==> src/rtl/damage_pkg.sv <==
// Shared types and defaults for the damage arbiter and its round-robin picker.
package damage_pkg;

  localparam int unsigned N_LANES_DEF = 4;
  localparam int unsigned DMG_W_DEF   = 8;
  localparam int unsigned TIMEOUT_DEF = 255;

  typedef enum logic [3:0] {
    S_IDLE  = 4'b0001,
    S_START = 4'b0010,
    S_WAIT  = 4'b0100,
    S_RESP  = 4'b1000
  } state_e;

  function automatic int unsigned lane_idx_w(input int unsigned n);
    return (n > 1) ? $clog2(n) : 1;
  endfunction

  localparam int unsigned LANE_IDX_W = lane_idx_w(N_LANES_DEF);

endpackage

==> src/rtl/damage_arbiter_rr_picker.sv <==
// Combinational round-robin winner selection, searching upward from last_grant+1.
module rr_picker
  import damage_pkg::*;
#(
  parameter int unsigned N_LANES = N_LANES_DEF,
  parameter int unsigned IDX_W   = lane_idx_w(N_LANES)
) (
  input  logic [N_LANES-1:0] req,
  input  logic [IDX_W-1:0]   last_grant,
  output logic [N_LANES-1:0] winner,
  output logic [IDX_W-1:0]   idx
);

  always_comb begin
    int unsigned lane;
    logic [IDX_W-1:0] lane_idx;
    logic found;
    winner   = '0;
    idx      = '0;
    found    = 1'b0;
    lane     = 0;
    lane_idx = '0;
    for (int unsigned off = 1; off <= N_LANES; off++) begin
      lane     = (32'(last_grant) + off) % N_LANES;
      lane_idx = IDX_W'(lane);
      if (!found && req[lane_idx]) begin
        found            = 1'b1;
        winner[lane_idx] = 1'b1;
        idx              = lane_idx;
      end
    end
  end

endmodule

==> src/rtl/damage_arbiter.sv <==
// Arbitrates battlefront lanes onto one shared damage calculator with a
// start/done/ack handshake and a bounded wait for calc_done.
module damage_arbiter
  import damage_pkg::*;
#(
  parameter int unsigned N_LANES = N_LANES_DEF,
  parameter int unsigned DMG_W   = DMG_W_DEF,
  parameter int unsigned TIMEOUT = TIMEOUT_DEF
) (
  input  logic                       clk,
  input  logic                       reset,
  input  logic                       enable,
  input  logic [N_LANES-1:0]         req,
  input  logic [N_LANES*DMG_W-1:0]   req_atk,
  input  logic [N_LANES*DMG_W-1:0]   req_def,
  output logic [N_LANES-1:0]         grant,
  output logic                       calc_start,
  output logic [DMG_W-1:0]           calc_atk,
  output logic [DMG_W-1:0]           calc_def,
  input  logic                       calc_done,
  input  logic [DMG_W-1:0]           calc_result,
  output logic                       calc_ack,
  output logic [N_LANES-1:0]         ack,
  output logic [DMG_W-1:0]           result,
  output logic                       timeout_err
);

  localparam int unsigned IDX_W = lane_idx_w(N_LANES);
  localparam int unsigned TMR_W = $clog2(TIMEOUT + 1);
  localparam logic [TMR_W-1:0] TMR_LAST  = TMR_W'(TIMEOUT - 1);
  localparam logic [IDX_W-1:0] LAST_LANE = IDX_W'(N_LANES - 1);

  state_e               state_q, state_d;
  logic [N_LANES-1:0]   grant_q, grant_d;
  logic [IDX_W-1:0]     win_idx_q, win_idx_d;
  logic [IDX_W-1:0]     last_grant_q, last_grant_d;
  logic [DMG_W-1:0]     atk_q, atk_d;
  logic [DMG_W-1:0]     def_q, def_d;
  logic [DMG_W-1:0]     result_q, result_d;
  logic [TMR_W-1:0]     timer_q, timer_d;
  logic                 timed_out_q, timed_out_d;

  logic [N_LANES-1:0]   pick_onehot;
  logic [IDX_W-1:0]     pick_idx;
  logic [DMG_W-1:0]     pick_atk, pick_def;

  rr_picker #(
    .N_LANES (N_LANES),
    .IDX_W   (IDX_W)
  ) u_picker (
    .req        (req),
    .last_grant (last_grant_q),
    .winner     (pick_onehot),
    .idx        (pick_idx)
  );

  always_comb begin
    pick_atk = '0;
    pick_def = '0;
    for (int unsigned i = 0; i < N_LANES; i++) begin
      if (pick_onehot[i]) begin
        pick_atk = req_atk[i*DMG_W +: DMG_W];
        pick_def = req_def[i*DMG_W +: DMG_W];
      end
    end
  end

  always_comb begin
    state_d      = state_q;
    grant_d      = grant_q;
    win_idx_d    = win_idx_q;
    last_grant_d = last_grant_q;
    atk_d        = atk_q;
    def_d        = def_q;
    result_d     = result_q;
    timer_d      = timer_q;
    timed_out_d  = timed_out_q;
    case (state_q)
      S_IDLE: begin
        if (enable && (req != '0)) begin
          state_d     = S_START;
          grant_d     = pick_onehot;
          win_idx_d   = pick_idx;
          atk_d       = pick_atk;
          def_d       = pick_def;
          timer_d     = '0;
          timed_out_d = 1'b0;
        end
      end
      S_START: begin
        // timer holds 0 during START, then tracks cycles elapsed since calc_start
        timer_d = TMR_W'(1);
        state_d = S_WAIT;
      end
      S_WAIT: begin
        if (calc_done) begin
          result_d = calc_result;
          state_d  = S_RESP;
        end else if (timer_q >= TMR_LAST) begin
          result_d    = '0;
          timed_out_d = 1'b1;
          state_d     = S_RESP;
        end else begin
          timer_d = timer_q + 1'b1;
        end
      end
      S_RESP: begin
        last_grant_d = win_idx_q;
        grant_d      = '0;
        timed_out_d  = 1'b0;
        state_d      = S_IDLE;
      end
      default: begin
        grant_d = '0;
        state_d = S_IDLE;
      end
    endcase
  end

  always_ff @(posedge clk) begin
    if (reset) begin
      state_q      <= S_IDLE;
      grant_q      <= '0;
      win_idx_q    <= '0;
      last_grant_q <= LAST_LANE;
      atk_q        <= '0;
      def_q        <= '0;
      result_q     <= '0;
      timer_q      <= '0;
      timed_out_q  <= 1'b0;
    end else begin
      state_q      <= state_d;
      grant_q      <= grant_d;
      win_idx_q    <= win_idx_d;
      last_grant_q <= last_grant_d;
      atk_q        <= atk_d;
      def_q        <= def_d;
      result_q     <= result_d;
      timer_q      <= timer_d;
      timed_out_q  <= timed_out_d;
    end
  end

  assign grant       = grant_q;
  assign calc_start  = (state_q == S_START);
  assign calc_ack    = (state_q == S_RESP);
  assign ack         = (state_q == S_RESP) ? grant_q : '0;
  assign timeout_err = (state_q == S_RESP) && timed_out_q;
  assign calc_atk    = atk_q;
  assign calc_def    = def_q;
  assign result      = result_q;

endmodule

==> config.mk <==
export PLATFORM = sky130hd
export DESIGN_NAME = damage_arbiter
export DESIGN_NICKNAME = d
export VERILOG_FILES = /design/src/rtl/damage_pkg.sv /design/src/rtl/damage_arbiter_rr_picker.sv /design/src/rtl/damage_arbiter.sv
export SDC_FILE = /design/constraint.sdc
export NUM_CORES = 1
export LEC_CHECK = 0
export ABC_CLOCK_PERIOD_IN_PS = 9760
export BUFFER_PORTS_ARGS = -buffer_cell sky130_fd_sc_hd__buf_2
export CORE_ASPECT_RATIO = 0.9
export CORE_MARGIN = 3
export CORE_UTILIZATION = 53
export DETAILED_ROUTE_END_ITERATION = 6
export PLACE_DENSITY = 0.92
export SLEW_MARGIN = 15
export SYNTH_ARGS = -nofsm -noshare
export SYNTH_HDL_FRONTEND = slang
export SYNTH_SLANG_ARGS = --single-unit
==> constraint.sdc <==
create_clock -name clk -period 9.76 [get_ports clk]
set_clock_uncertainty 0.15 [all_clocks]
set_input_delay 0.976 -clock clk [delete_from_list [all_inputs] [get_ports clk]]
set_output_delay 0.976 -clock clk [all_outputs]
set_load 0.01 [all_outputs]
==> impl_metrics.toml <==
[run_status]
outcome = "finished clean"

[floorplan]
row_count = 24
initial_core_util = 0.571
fp.coreArea_mm2 = 0.00501
die_area_mm2 = 0.00632
die_x_um = 83.5
die_y_um = 75.7
boundaryPins = 115

[clock_tree]
postCtsSetupRepairBufs = 0
ctsHoldBuffers = 0
clkLatencyLatePin_ns = 0.30
htreeDepth = 2
cts_tree = "built"
clkTransAtPathRegs_ns = 0.09
cts_root_buf = "clkbuf_8"
cts_sinks = 45
cts_buffer_depth = 2
cts_resized = 0
cts_made_buffers = 5

[setup_path]
reg2reg_depth = 9
worstReg2RegEnd = "calc_atk[3]"
critical_path_class = "flip-flop to flip-flop"
crit_start = "last_grant_q[0]"
critPathArrivalTime_ns = 4.37
critPathMaxFanout = 28
cp-start-kind = "flip-flop"
r2r_slack_ns = 5.46
r2r-start = "last_grant_q[0]"
cp-endpoint = "calc_atk[3]"
required_ns = 9.83
end_kind = "flip-flop"

[timing]
fin_hold_ws_ns = 0.341
fmax_mhz = 232
relSlewSlack = 0.298
tightestPinTransition_ns = 1.05
fin_tns_setup_ns = 0
rsz0062_at_grt = "no"
finalSetupViolations = 0
slew_violations = 0
finalHoldViolCount = 0
period_share = 0.441
layout_min_cycle_time_ns = 4.30

[route]
dr.pass1.iters = 5
avgViaCountPerCell = 5.94
drc = 0
wire_per_inst_um = 15.9
drt_iter0_drc = 190
drt-total-wl_um = 7940
ant_nets = 0
vias = 2970

[yosys]
ys_seq_area_frac = 0.315
synth_enable_flop_cells = 0
yosys.area.top_type = "dfxtp_1"
yosys_warnings = 0
synth-simple-area-share = 0.219
syn_area_mm2 = 0.00286
synth_top_family_by_area = "compound AO/OA/AOI/OAI gates"
syn_inst = 340
synth_top_area_frac = 0.315
syn_nets = 430
synthFlopType = "dfxtp_1"
synth_compound_area_frac = 0.297
synth_cell_type_count = 50
muxShareOfSynthArea = 0.0424
synth.area.top_cells = "dfxtp_1 (31%), a22oi_1 (7.3%), nor2_1 (7.3%), a211oi_2 (4.8%), ha_1 (4.4%)"
avgSynthCellArea_um2 = 8.42
yosys.area_share.adder = 0.0437
synthArstFlopShare = 0
synth-xor-area-share = 0.0184
ys_seq_elements = 45

[power]
netSwitchingPower_w = 0.000126
clockPowerShare = 0.368
leakage_nw = 1.58
p_int_w = 0.000338
p_sw_frac = 0.272
seqPwrFrac = 0.431
ir_drop_mv = 0.0872
finalPower_w = 0.000464
power_density_mw_per_mm2 = 132
pwr-share-comb = 0.201

[global_routing]
grt-ovfl-total = 0
grt_pass1_vias = 2710
grt_pass1_wl_um = 12800
grt_antenna_before_repair = 0
track_usage = 0.245
grt_max_degree = 29

[finish]
fin_util = 0.701
n_fill_cell = 385
nNetsFinal = 524
multi_input_area_mm2 = 0.00178
seqCellArea_um2 = 901
drive_above_1_share = 0.340
n_antenna_cell = 0
areaGrowthSynthToFinish_pct = 22.7

[min_path]
hp-class = "flip-flop to flip-flop"
holdPathStages = 2
min_from = "grant[0]"

[placement]
numPortBuffers = 114
hpwl_um = 6000
place_congestion = 0.871

[flow_run]
maxCapViolCount = 0
-- power by group through the flow --
stage                logic, W  clock network [W]  registers [W]
global placement    0.0000892                  0       0.000204
global route         0.000104           0.000178       0.000201
finish              0.0000934           0.000171       0.000200
CTS                 0.0000918           0.000171       0.000200
detailed placement  0.0000914                  0       0.000204
floorplan           0.0000567                  0       0.000206
-- state kept, by name (all words and copies together) (netlist names) --
name          flops
timed_out_q       1
calc_atk          8
grant             4
win_idx_q         2
state_q           4
timer_q           8
last_grant_q      2
calc_def          8
result            8
-- cells by family after synthesis --
kind of cell / Yosys count
simple gates: 128
compound gates: 109
flops: 45
buf+inv: 35
fa+ha+maj: 10
mux: 7
xor+xnor: 6
-- worst min path at each step --
stage / end / slack (ns)
global route: grant[0] / 0.37
floorplan: timed_out_q / 0.28
detailed placement: last_grant_q[1] / 0.32
CTS: grant[0] / 0.35
global placement: grant[0] / 0.31
finish: grant[0] / 0.34
-- metrics by stage --
| stage | instances | area (um2) | setup slack [ns] |
|---|---|---|---|
| after detailed placement | 491 | 3360 | 5.24 |
| after CTS | 499 | 3490 | 5.21 |
| after global routing | 500 | 3510 | 5.14 |
| final | 500 | 3510 | 5.46 |
| after global placement | 491 | 3360 | 5.47 |
| after floorplan | 340 | 2860 | 6.56 |
-- metal layers --
layer  up-vias  share of wire  GRT usage
met5         -              0          0
met4         0          0.021     0.0786
met3        17          0.079     0.0638
met2       147           0.48      0.443
met1      1372           0.42      0.292
li1       1434              -          -
-- area by class of cell --
type | instances | area share
inverters | 6 | 0.00641
clock inverters | 3 | 0.0196
well taps | 65 | 0.0231
multi-input cells | 260 | 0.506
repair buffers | 116 | 0.169
flip-flops and latches | 45 | 0.256
clock buffers | 5 | 0.0196
-- critical path, cell delays in order, from the launching register on --
cell and delay [ns]:
dfxtp_1 0.70, inv_1 0.28, ha_1 0.49, mux4_2 0.65, or2_1 0.32, a21oi_2 0.23
or2_1 0.79, nor4_4 0.15, buf_8 0.21, a211oi_1 0.21
-- cells in the mapped netlist (2+ instances only) --
cell	n
nor2_1	56
dfxtp_1	45
a22oi_1	28
nand2_1	20
nor3_1	18
a21oi_1	14
clkbuf_1	14
o21ai_0	12
a211oi_2	11
ha_1	10
o211ai_1	10
a211o_1	9
buf_2	9
a211oi_1	8
and2_1	6
buf_6	6
inv_1	6
xor2_1	6
mux4_2	4
nand4_1	4
a221oi_1	3
and3_1	3
nand2b_1	3
nor4b_1	3
or2_1	3
a21o_1	2
a22o_1	2
mux2i_1	2
nor2b_1	2
-- cell usage in the layout (no fill, tap or decap), drive strengths merged, types with 3 or more instances in the layout --
cell type,n
nand4,4
xor2,6
nand2,20
and3,3
a221oi,3
nor2b,3
clkbuf,5
dfxtp,45
nand2b,3
ha,10
a211oi,20
a211o,9
o211ai,10
a22oi,28
and2,7
buf,116
mux4,4
nor3,19
nor4b,3
nor2,56
inv,7
or2,3
a21oi,15
o21ai,13
No activity file was read; power rests on OpenSTA's default activity.
